## src/rtl/retry_pkg.sv

```systemverilog
// Shared types and constants for the link-layer retry block.
//   lrsm_state_e   : Local Retry State Machine state encoding (4 bits)
//   PHY_STS_REINIT : PHY state status value that signals reinit has been reached
package retry_pkg;

  typedef enum logic [3:0] {
    StLocalNormal = 4'd0,
    StLlrreq      = 4'd1,
    StLocalIdle   = 4'd2,
    StPhyReinit   = 4'd3,
    StAbort       = 4'd4
  } lrsm_state_e;

  localparam logic [3:0] PHY_STS_REINIT = 4'h0;

endpackage

```

## src/rtl/retry_lrsm_ctrl_if.sv

```systemverilog
// Signal bundle between the LRSM controller and its surroundings.
// Names are from the controller's point of view (i_ = into it, o_ = out of it).
//   slave  : controller side
//   master : environment side (unpacker, link controller, PHY, register file)
interface retry_lrsm_ctrl_if #(
  parameter int unsigned CNT_W = 5,
  parameter int unsigned TMO_W = 13
);
  logic             i_flit_valid;
  logic             i_crc_err;
  logic             i_req_sent;
  logic             i_ack_rcvd;
  logic             i_flit_tick;
  logic             i_pl_lnk_up;
  logic [3:0]       i_pl_state_sts;
  logic [CNT_W-1:0] i_retry_threshold;
  logic [CNT_W-1:0] i_reinit_threshold;
  logic [TMO_W-1:0] i_timeout_max;
  logic [3:0]       o_lrsm_state;
  logic             o_send_req_seq;
  logic             o_phy_reinit_req;
  logic             o_discard_rx;
  logic             o_link_failure;
  logic [CNT_W-1:0] o_num_retry;
  logic [CNT_W-1:0] o_num_phy_reinit;
  logic             o_retry_threshold_hit;
  logic             o_reinit_threshold_hit;

  modport slave (
    input  i_flit_valid, i_crc_err, i_req_sent, i_ack_rcvd, i_flit_tick, i_pl_lnk_up,
           i_pl_state_sts, i_retry_threshold, i_reinit_threshold, i_timeout_max,
    output o_lrsm_state, o_send_req_seq, o_phy_reinit_req, o_discard_rx, o_link_failure,
           o_num_retry, o_num_phy_reinit, o_retry_threshold_hit, o_reinit_threshold_hit
  );

  modport master (
    output i_flit_valid, i_crc_err, i_req_sent, i_ack_rcvd, i_flit_tick, i_pl_lnk_up,
           i_pl_state_sts, i_retry_threshold, i_reinit_threshold, i_timeout_max,
    input  o_lrsm_state, o_send_req_seq, o_phy_reinit_req, o_discard_rx, o_link_failure,
           o_num_retry, o_num_phy_reinit, o_retry_threshold_hit, o_reinit_threshold_hit
  );
endinterface

```

## src/rtl/retry_timeout_cnt.sv

```systemverilog
// Retry-timeout counter: saturating TMO_W-bit flit-tick counter.
//   i_clk, i_rst : clock, asynchronous active-high reset
//   i_clear      : synchronous clear (has priority over i_tick)
//   i_tick       : increment enable
//   i_max        : timeout threshold
//   o_expired    : count >= i_max
module retry_timeout_cnt #(
  parameter int unsigned TMO_W = 13
) (
  input  logic             i_clk,
  input  logic             i_rst,
  input  logic             i_clear,
  input  logic             i_tick,
  input  logic [TMO_W-1:0] i_max,
  output logic             o_expired
);

  logic [TMO_W-1:0] r_cnt;

  always_ff @(posedge i_clk or posedge i_rst) begin
    if (i_rst) begin
      r_cnt <= '0;
    end else if (i_clear) begin
      r_cnt <= '0;
    end else if (i_tick && (r_cnt != '1)) begin
      r_cnt <= r_cnt + 1'b1;
    end
  end

  assign o_expired = (r_cnt >= i_max);

endmodule

```

## src/rtl/retry_lrsm_ctrl.sv

```systemverilog
// Local Retry State Machine controller. Watches receive CRC status, sequences
// RETRY.Req transmission and the retry-timeout window, escalates to PHY reinit
// and finally to a terminal link abort.
//   i_clk, i_rst : clock, asynchronous active-high reset
//   io_bus       : retry_lrsm_ctrl_if.slave (CRC status, req/ack pulses, flit tick,
//                  PHY status, thresholds in; state, counters, pulses out)
module retry_lrsm_ctrl
  import retry_pkg::*;
#(
  parameter int unsigned CNT_W = 5,
  parameter int unsigned TMO_W = 13
) (
  input logic                i_clk,
  input logic                i_rst,
  retry_lrsm_ctrl_if.slave   io_bus
);

  lrsm_state_e      r_state, w_state_d;
  logic [CNT_W-1:0] r_num_retry, w_num_retry_d;
  logic [CNT_W-1:0] r_num_phy_reinit, w_num_phy_reinit_d;
  logic             r_reinit_seen, w_reinit_seen_d;
  logic             r_phy_reinit_req, w_phy_reinit_req_d;
  logic             r_retry_hit, w_retry_hit_d;
  logic             r_reinit_hit, w_reinit_hit_d;
  logic             w_retry_thr, w_abort_thr;
  logic             w_tmo_clear, w_tmo_tick, w_tmo_expired;

  assign w_retry_thr = (r_num_retry >= io_bus.i_retry_threshold);
  assign w_abort_thr = w_retry_thr && (r_num_phy_reinit >= io_bus.i_reinit_threshold);

  // Only counts while waiting for an Ack; cleared whenever a new Req goes out.
  assign w_tmo_clear = (r_state == StLlrreq) && !w_retry_thr && io_bus.i_req_sent;
  assign w_tmo_tick  = (r_state == StLocalIdle) && io_bus.i_flit_tick;

  retry_timeout_cnt #(
    .TMO_W (TMO_W)
  ) u_tmo (
    .i_clk     (i_clk),
    .i_rst     (i_rst),
    .i_clear   (w_tmo_clear),
    .i_tick    (w_tmo_tick),
    .i_max     (io_bus.i_timeout_max),
    .o_expired (w_tmo_expired)
  );

  // State register
  always_ff @(posedge i_clk or posedge i_rst) begin
    if (i_rst) r_state <= StLocalNormal;
    else       r_state <= w_state_d;
  end

  // Next-state logic
  always_comb begin
    w_state_d = r_state;
    unique case (r_state)
      StLocalNormal: if (io_bus.i_flit_valid && io_bus.i_crc_err) w_state_d = StLlrreq;
      StLlrreq: begin
        if (w_abort_thr)            w_state_d = StAbort;
        else if (w_retry_thr)       w_state_d = StPhyReinit;
        else if (io_bus.i_req_sent) w_state_d = StLocalIdle;
      end
      StLocalIdle: begin
        if (io_bus.i_ack_rcvd)  w_state_d = StLocalNormal;
        else if (w_tmo_expired) w_state_d = StLlrreq;
      end
      StPhyReinit: if (r_reinit_seen && io_bus.i_pl_lnk_up) w_state_d = StLlrreq;
      StAbort:     w_state_d = StAbort;
      default:     w_state_d = StLocalNormal;
    endcase
  end

  // Counter, flag and pulse next values; pulses land in the first cycle of the new state.
  always_comb begin
    w_num_retry_d      = r_num_retry;
    w_num_phy_reinit_d = r_num_phy_reinit;
    w_reinit_seen_d    = r_reinit_seen;
    w_phy_reinit_req_d = 1'b0;
    w_retry_hit_d      = 1'b0;
    w_reinit_hit_d     = 1'b0;
    case (r_state)
      StLlrreq: begin
        if (w_abort_thr) begin
          w_reinit_hit_d = 1'b1;
        end else if (w_retry_thr) begin
          w_retry_hit_d      = 1'b1;
          w_phy_reinit_req_d = 1'b1;
          w_num_retry_d      = '0;
          w_reinit_seen_d    = 1'b0;
          if (r_num_phy_reinit != '1) w_num_phy_reinit_d = r_num_phy_reinit + 1'b1;
        end else if (io_bus.i_req_sent) begin
          if (r_num_retry != '1) w_num_retry_d = r_num_retry + 1'b1;
        end
      end
      StLocalIdle: begin
        if (io_bus.i_ack_rcvd) begin
          w_num_retry_d      = '0;
          w_num_phy_reinit_d = '0;
        end
      end
      StPhyReinit: if (io_bus.i_pl_state_sts == PHY_STS_REINIT) w_reinit_seen_d = 1'b1;
      default: ;
    endcase
  end

  always_ff @(posedge i_clk or posedge i_rst) begin
    if (i_rst) begin
      r_num_retry      <= '0;
      r_num_phy_reinit <= '0;
      r_reinit_seen    <= 1'b0;
      r_phy_reinit_req <= 1'b0;
      r_retry_hit      <= 1'b0;
      r_reinit_hit     <= 1'b0;
    end else begin
      r_num_retry      <= w_num_retry_d;
      r_num_phy_reinit <= w_num_phy_reinit_d;
      r_reinit_seen    <= w_reinit_seen_d;
      r_phy_reinit_req <= w_phy_reinit_req_d;
      r_retry_hit      <= w_retry_hit_d;
      r_reinit_hit     <= w_reinit_hit_d;
    end
  end

  // Output decode
  always_comb begin
    io_bus.o_lrsm_state           = r_state;
    io_bus.o_send_req_seq         = (r_state == StLlrreq) && !w_retry_thr;
    io_bus.o_discard_rx           = (r_state != StLocalNormal);
    io_bus.o_link_failure         = (r_state == StAbort);
    io_bus.o_num_retry            = r_num_retry;
    io_bus.o_num_phy_reinit       = r_num_phy_reinit;
    io_bus.o_phy_reinit_req       = r_phy_reinit_req;
    io_bus.o_retry_threshold_hit  = r_retry_hit;
    io_bus.o_reinit_threshold_hit = r_reinit_hit;
  end

endmodule

```

## src/flat_wrapper.sv

```systemverilog
// flat-port wrapper written by rule: the top's interface ports become plain ports
module retry_lrsm_ctrl_flat import retry_pkg::*;
#(
  parameter int unsigned CNT_W = 5,
  parameter int unsigned TMO_W = 13
)
  (i_clk, i_rst, io_bus_i_flit_valid, io_bus_i_crc_err, io_bus_i_req_sent, io_bus_i_ack_rcvd, io_bus_i_flit_tick, io_bus_i_pl_lnk_up, io_bus_i_pl_state_sts, io_bus_i_retry_threshold, io_bus_i_reinit_threshold, io_bus_i_timeout_max, io_bus_o_lrsm_state, io_bus_o_send_req_seq, io_bus_o_phy_reinit_req, io_bus_o_discard_rx, io_bus_o_link_failure, io_bus_o_num_retry, io_bus_o_num_phy_reinit, io_bus_o_retry_threshold_hit, io_bus_o_reinit_threshold_hit);
  retry_lrsm_ctrl_if #(.CNT_W(CNT_W), .TMO_W(TMO_W)) io_bus_i ();
  input logic i_clk;
  input logic i_rst;
  input wire logic [$bits(io_bus_i.i_flit_valid)-1:0] io_bus_i_flit_valid;
  input wire logic [$bits(io_bus_i.i_crc_err)-1:0] io_bus_i_crc_err;
  input wire logic [$bits(io_bus_i.i_req_sent)-1:0] io_bus_i_req_sent;
  input wire logic [$bits(io_bus_i.i_ack_rcvd)-1:0] io_bus_i_ack_rcvd;
  input wire logic [$bits(io_bus_i.i_flit_tick)-1:0] io_bus_i_flit_tick;
  input wire logic [$bits(io_bus_i.i_pl_lnk_up)-1:0] io_bus_i_pl_lnk_up;
  input wire logic [$bits(io_bus_i.i_pl_state_sts)-1:0] io_bus_i_pl_state_sts;
  input wire logic [$bits(io_bus_i.i_retry_threshold)-1:0] io_bus_i_retry_threshold;
  input wire logic [$bits(io_bus_i.i_reinit_threshold)-1:0] io_bus_i_reinit_threshold;
  input wire logic [$bits(io_bus_i.i_timeout_max)-1:0] io_bus_i_timeout_max;
  output wire logic [$bits(io_bus_i.o_lrsm_state)-1:0] io_bus_o_lrsm_state;
  output wire logic [$bits(io_bus_i.o_send_req_seq)-1:0] io_bus_o_send_req_seq;
  output wire logic [$bits(io_bus_i.o_phy_reinit_req)-1:0] io_bus_o_phy_reinit_req;
  output wire logic [$bits(io_bus_i.o_discard_rx)-1:0] io_bus_o_discard_rx;
  output wire logic [$bits(io_bus_i.o_link_failure)-1:0] io_bus_o_link_failure;
  output wire logic [$bits(io_bus_i.o_num_retry)-1:0] io_bus_o_num_retry;
  output wire logic [$bits(io_bus_i.o_num_phy_reinit)-1:0] io_bus_o_num_phy_reinit;
  output wire logic [$bits(io_bus_i.o_retry_threshold_hit)-1:0] io_bus_o_retry_threshold_hit;
  output wire logic [$bits(io_bus_i.o_reinit_threshold_hit)-1:0] io_bus_o_reinit_threshold_hit;
  assign io_bus_i.i_flit_valid = io_bus_i_flit_valid;
  assign io_bus_i.i_crc_err = io_bus_i_crc_err;
  assign io_bus_i.i_req_sent = io_bus_i_req_sent;
  assign io_bus_i.i_ack_rcvd = io_bus_i_ack_rcvd;
  assign io_bus_i.i_flit_tick = io_bus_i_flit_tick;
  assign io_bus_i.i_pl_lnk_up = io_bus_i_pl_lnk_up;
  assign io_bus_i.i_pl_state_sts = io_bus_i_pl_state_sts;
  assign io_bus_i.i_retry_threshold = io_bus_i_retry_threshold;
  assign io_bus_i.i_reinit_threshold = io_bus_i_reinit_threshold;
  assign io_bus_i.i_timeout_max = io_bus_i_timeout_max;
  assign io_bus_o_lrsm_state = io_bus_i.o_lrsm_state;
  assign io_bus_o_send_req_seq = io_bus_i.o_send_req_seq;
  assign io_bus_o_phy_reinit_req = io_bus_i.o_phy_reinit_req;
  assign io_bus_o_discard_rx = io_bus_i.o_discard_rx;
  assign io_bus_o_link_failure = io_bus_i.o_link_failure;
  assign io_bus_o_num_retry = io_bus_i.o_num_retry;
  assign io_bus_o_num_phy_reinit = io_bus_i.o_num_phy_reinit;
  assign io_bus_o_retry_threshold_hit = io_bus_i.o_retry_threshold_hit;
  assign io_bus_o_reinit_threshold_hit = io_bus_i.o_reinit_threshold_hit;
  retry_lrsm_ctrl #(.CNT_W(CNT_W), .TMO_W(TMO_W)) u_core (.i_clk(i_clk), .i_rst(i_rst), .io_bus(io_bus_i));
endmodule
```

## config.mk

```make
export PLATFORM = sky130hd
export DESIGN_NAME = retry_lrsm_ctrl_flat
export DESIGN_NICKNAME = d
export VERILOG_FILES = /design/src/rtl/retry_pkg.sv /design/src/rtl/retry_lrsm_ctrl_if.sv /design/src/rtl/retry_timeout_cnt.sv /design/src/rtl/retry_lrsm_ctrl.sv /design/src/flat_wrapper.sv
export SDC_FILE = /design/constraint.sdc
export NUM_CORES = 1
export LEC_CHECK = 0
export ABC_AREA = 0
export BUFFER_PORTS_ARGS = -buffer_cell sky130_fd_sc_hd__buf_2
export CAP_MARGIN = 20
export CORE_MARGIN = 4
export CORE_UTILIZATION = 57
export DETAILED_ROUTE_END_ITERATION = 6
export GPL_TIMING_DRIVEN = 0
export PLACE_DENSITY = 0.85
export SLEW_MARGIN = 25
export SYNTH_ARGS = -nofsm -noshare
export SYNTH_HDL_FRONTEND = slang
export SYNTH_SLANG_ARGS = --single-unit
```

## constraint.sdc

```tcl
create_clock -name i_clk -period 4.8 [get_ports i_clk]
set_input_delay 0.24 -clock i_clk [delete_from_list [all_inputs] [get_ports i_clk]]
set_output_delay 0.24 -clock i_clk [all_outputs]
set_load 0.05 [all_outputs]
```

==> results.ini <==
[timing]
period_minus_slack_ps = 2312
rsz0062_at_grt = false
drv_slew = 0
finalHoldViolCount = 0
period_share_pct = 48.16
slew_headroom_pct = 59.72
tightestPinTransition_ps = 603.3
tns_ps = 0
worst_clock_skew_ps = 7.521
whs_ps = 22.00
fmax_mhz = 432.6
setup_viol = 0

[yosys]
synth_nets = 301
syn-cell-area_mm2 = 0.002150
yosys.area.top_type = dfrtp_1
synth.avg_cell_area_um2 = 9.032
synthAdderAreaFrac_pct = 16.30
synth.area.top_cells = dfrtp_1 (34%), ha_1 (16%), inv_1 (5.8%)
synth_top_family_by_area = simple AND/OR/NAND/NOR gates
synth_compound_area_share_pct = 13.97
ys_ff_latch = 29
synthMuxAreaShare_pct = 2.328
ys_seq_area_share_pct = 33.76
synthSimpleGateAreaFrac_pct = 21.54
synth.distinct_cells = 48
synth_top_area_share_pct = 33.76
synthCells = 238
synthXorXnorAreaFrac_pct = 4.482
yosysWarnings = 0

[pwr]
vdd_ir_drop_max_v = 0.0004796
p_per_area_mw_per_mm2 = 522.0
leakagePower_nw = 1.407

[clock_tree]
clockBufferDepth = 2
h-tree-depth = 2
cts_tree = done
post-cts-setup-buffer-count = 0
cts_hold_buf = 0
cts_buffers = 5
clock_sinks = 29
cts-resized-gates = 0
path_clk_slew_ps = 70
clk_latency_ps = 280
root_buffer = clkbuf_8

[floorplanning]
start_util_pct = 58.71
dieArea_mm2 = 0.004818
io_pins = 55
die_x_um = 69.41
die_h_um = 69.41
placementRows = 22
core_area_mm2 = 0.003661

[worst_setup_path]
cp.required_ps = 4560
path_cells = inv_1 > ha_1 > nand2b_1 > a31oi_1 > o21ai_2 > nor2_1 > buf_2
startpoint_type = flip-flop
critical_path_class = flip-flop to output port
cp.depth = 7
cpLargestDelayFamily = compound AO/OA/AOI/OAI gates
slowest_stage = dfrtp_1
worst-r2r-cell-count = 8
cp_max_fo = 7
worstPathArrival_ps = 2070
endpoint_kind = output port
crit_buf_inv = 2
max_stage_delay_ps = 400
rrSetupSlack_ps = 2510

[routing]
dr.pass1.iters = 4
via_per_inst = 5.493
drcViolationCount = 0
routed_wl_um = 4591
dr_total_vias = 1906
antenna_left = 0
route.detailed.wl_per_inst_um = 13.23
drtIter0Drc = 73

[run_status]
status = completed

[flow_run]
drv_cap = 0

[grt]
track_usage_pct = 20.26
antenna_found_initial = 0
grt_pass1_vias = 1831
overflow = 0
grt_max_degree = 30
grt_pass1_wl_um = 7921

[cells_and_area]
n_fill_cell = 299
final_cells = 347
fin_util_pct = 69.96
drive_above_1_share_pct = 27.09
finalNetCount = 361
antennaDiodeCount = 0
syn2layout_area_growth_pct = 19.15

[placement]
dp_cells = 339
gp_congestion = 0.8391
portBuffers = 53
dp_hpwl_um = 3650

[worst_hold_path]
hp-class = primary input to asynchronous set/reset pin

[synthesized netlist by cell type, drive strengths merged]
library cell and n:
inv 33, dfrtp 29, ha 28, nor2 21
nand2 13, o21ai 13, a21oi 11, nand4 9
xor2 9, and3 8, nand3 8, buf 5
mux2i 5, o211ai 5, nor3b 4, or3 4
nor2b 3, nor3 3, a21o 2, a31oi 2
and2 2, and4 2, o31ai 2, or4 2
xnor2 2, a211oi 1, a21boi 1, a22oi 1
a32oi 1, a41oi 1, and2b 1, conb 1
nand2b 1, nor4 1, o2111ai 1, o21a 1
o41ai 1, or2 1
[layout make-up]
class / count / area, µm² / area share [%]
Buffer: 5 / 36.28 / 1.417
Clock buffer: 5 / 68.82 / 2.687
Timing Repair Buffer: 53 / 265.3 / 10.36
Multi-Input combinational cell: 171 / 1264 / 49.34
Sequential cell: 29 / 725.7 / 28.33
Clock inverter: 3 / 17.52 / 0.6839
Tap cell: 48 / 60.06 / 2.345
Inverter: 33 / 123.9 / 4.836
[routing by layer]
| layer | up-vias | global-route usage, % | share of wire, % |
|---|---|---|---|
| met5 | - | 0 | 0 |
| met4 | 0 | 7.592 | 1.7 |
| met3 | 9 | 6.522 | 6.5 |
| met2 | 61 | 33.47 | 48 |
| met1 | 884 | 24.54 | 43 |
| li1 | 952 | - | - |
[sequential cells by signal, indices dropped and copies added (netlist names)]
| name | count |
|---|---|
| u_core.io_bus.o_num_retry | 5 |
| u_core.io_bus.o_num_phy_reinit | 5 |
| u_core.io_bus.o_reinit_threshold_hit | 1 |
| u_core.io_bus.o_phy_reinit_req | 1 |
| u_core.io_bus.o_lrsm_state | 3 |
| u_core.r_reinit_seen | 1 |
| u_core.u_tmo.r_cnt | 13 |
[metrics by stage]
| step | cell area [µm²] | total power, mW | setup WS (ps) |
|---|---|---|---|
| after CTS | 2561 | 1.337 | 2488 |
| after global placement | 2475 | 1.118 | 2607 |
| after detailed placement | 2475 | 1.139 | 2553 |
| after global routing | 2561 | 1.439 | 2326 |
| after floorplan | 2150 | 0.9595 | 2169 |
| final | 2561 | 1.337 | 2488 |
[where the power goes]
part / switching, mW / total [mW] / internal (mW) / leakage [nW]
registers: 0.0725 / 0.375 / 0.303 / 0.384
clock network: 0.0980 / 0.198 / 0.0998 / 0.0439
logic: 0.522 / 0.764 / 0.242 / 0.979
total: 0.692 / 1.34 / 0.645 / 1.41
[worst paths after layout]
path                                                           from                                             end
max                        u_core.io_bus.o_num_retry[0]$_DFFE_PP0P_                           io_bus_o_send_req_seq
min                                                           i_rst  u_core.io_bus.o_reinit_threshold_hit$_DFF_PP0_
max reg2reg                u_core.io_bus.o_num_retry[0]$_DFFE_PP0P_       u_core.io_bus.o_lrsm_state[0]$_DFFE_PP0P_
min reg2reg                        u_core.r_reinit_seen$_DFFE_PP0P_                u_core.r_reinit_seen$_DFFE_PP0P_
max in group asynchronous                                     i_rst                u_core.r_reinit_seen$_DFFE_PP0P_
min in group i_clk                         io_bus_i_pl_state_sts[2]                u_core.r_reinit_seen$_DFFE_PP0P_
[cells in the final DEF, fill, tap and decap left out, types with 5 or more instances in the layout]
cell,instances
ha_1,28
nand2_1,10
clkbuf_8,5
and3_1,8
mux2i_1,5
nand4_1,9
inv_1,32
buf_2,55
xor2_1,9
dfrtp_1,29
nor2_1,21
nand3_1,8
o21ai_0,11
a21oi_1,8
[cell families (layout without fill, tap and decap cells)]
kind of cell / Yosys count / after routing
AOI/OAI and AO/OA: 43 / 43
xor gates and xnor gates: 11 / 11
adders and majority gates: 28 / 28
buffers and inverters: 38 / 99
DFF: 29 / 29
muxes: 5 / 5
other: 1 / 1
and+or+nand+nor: 83 / 83
(Power assumes the default switching activity.)
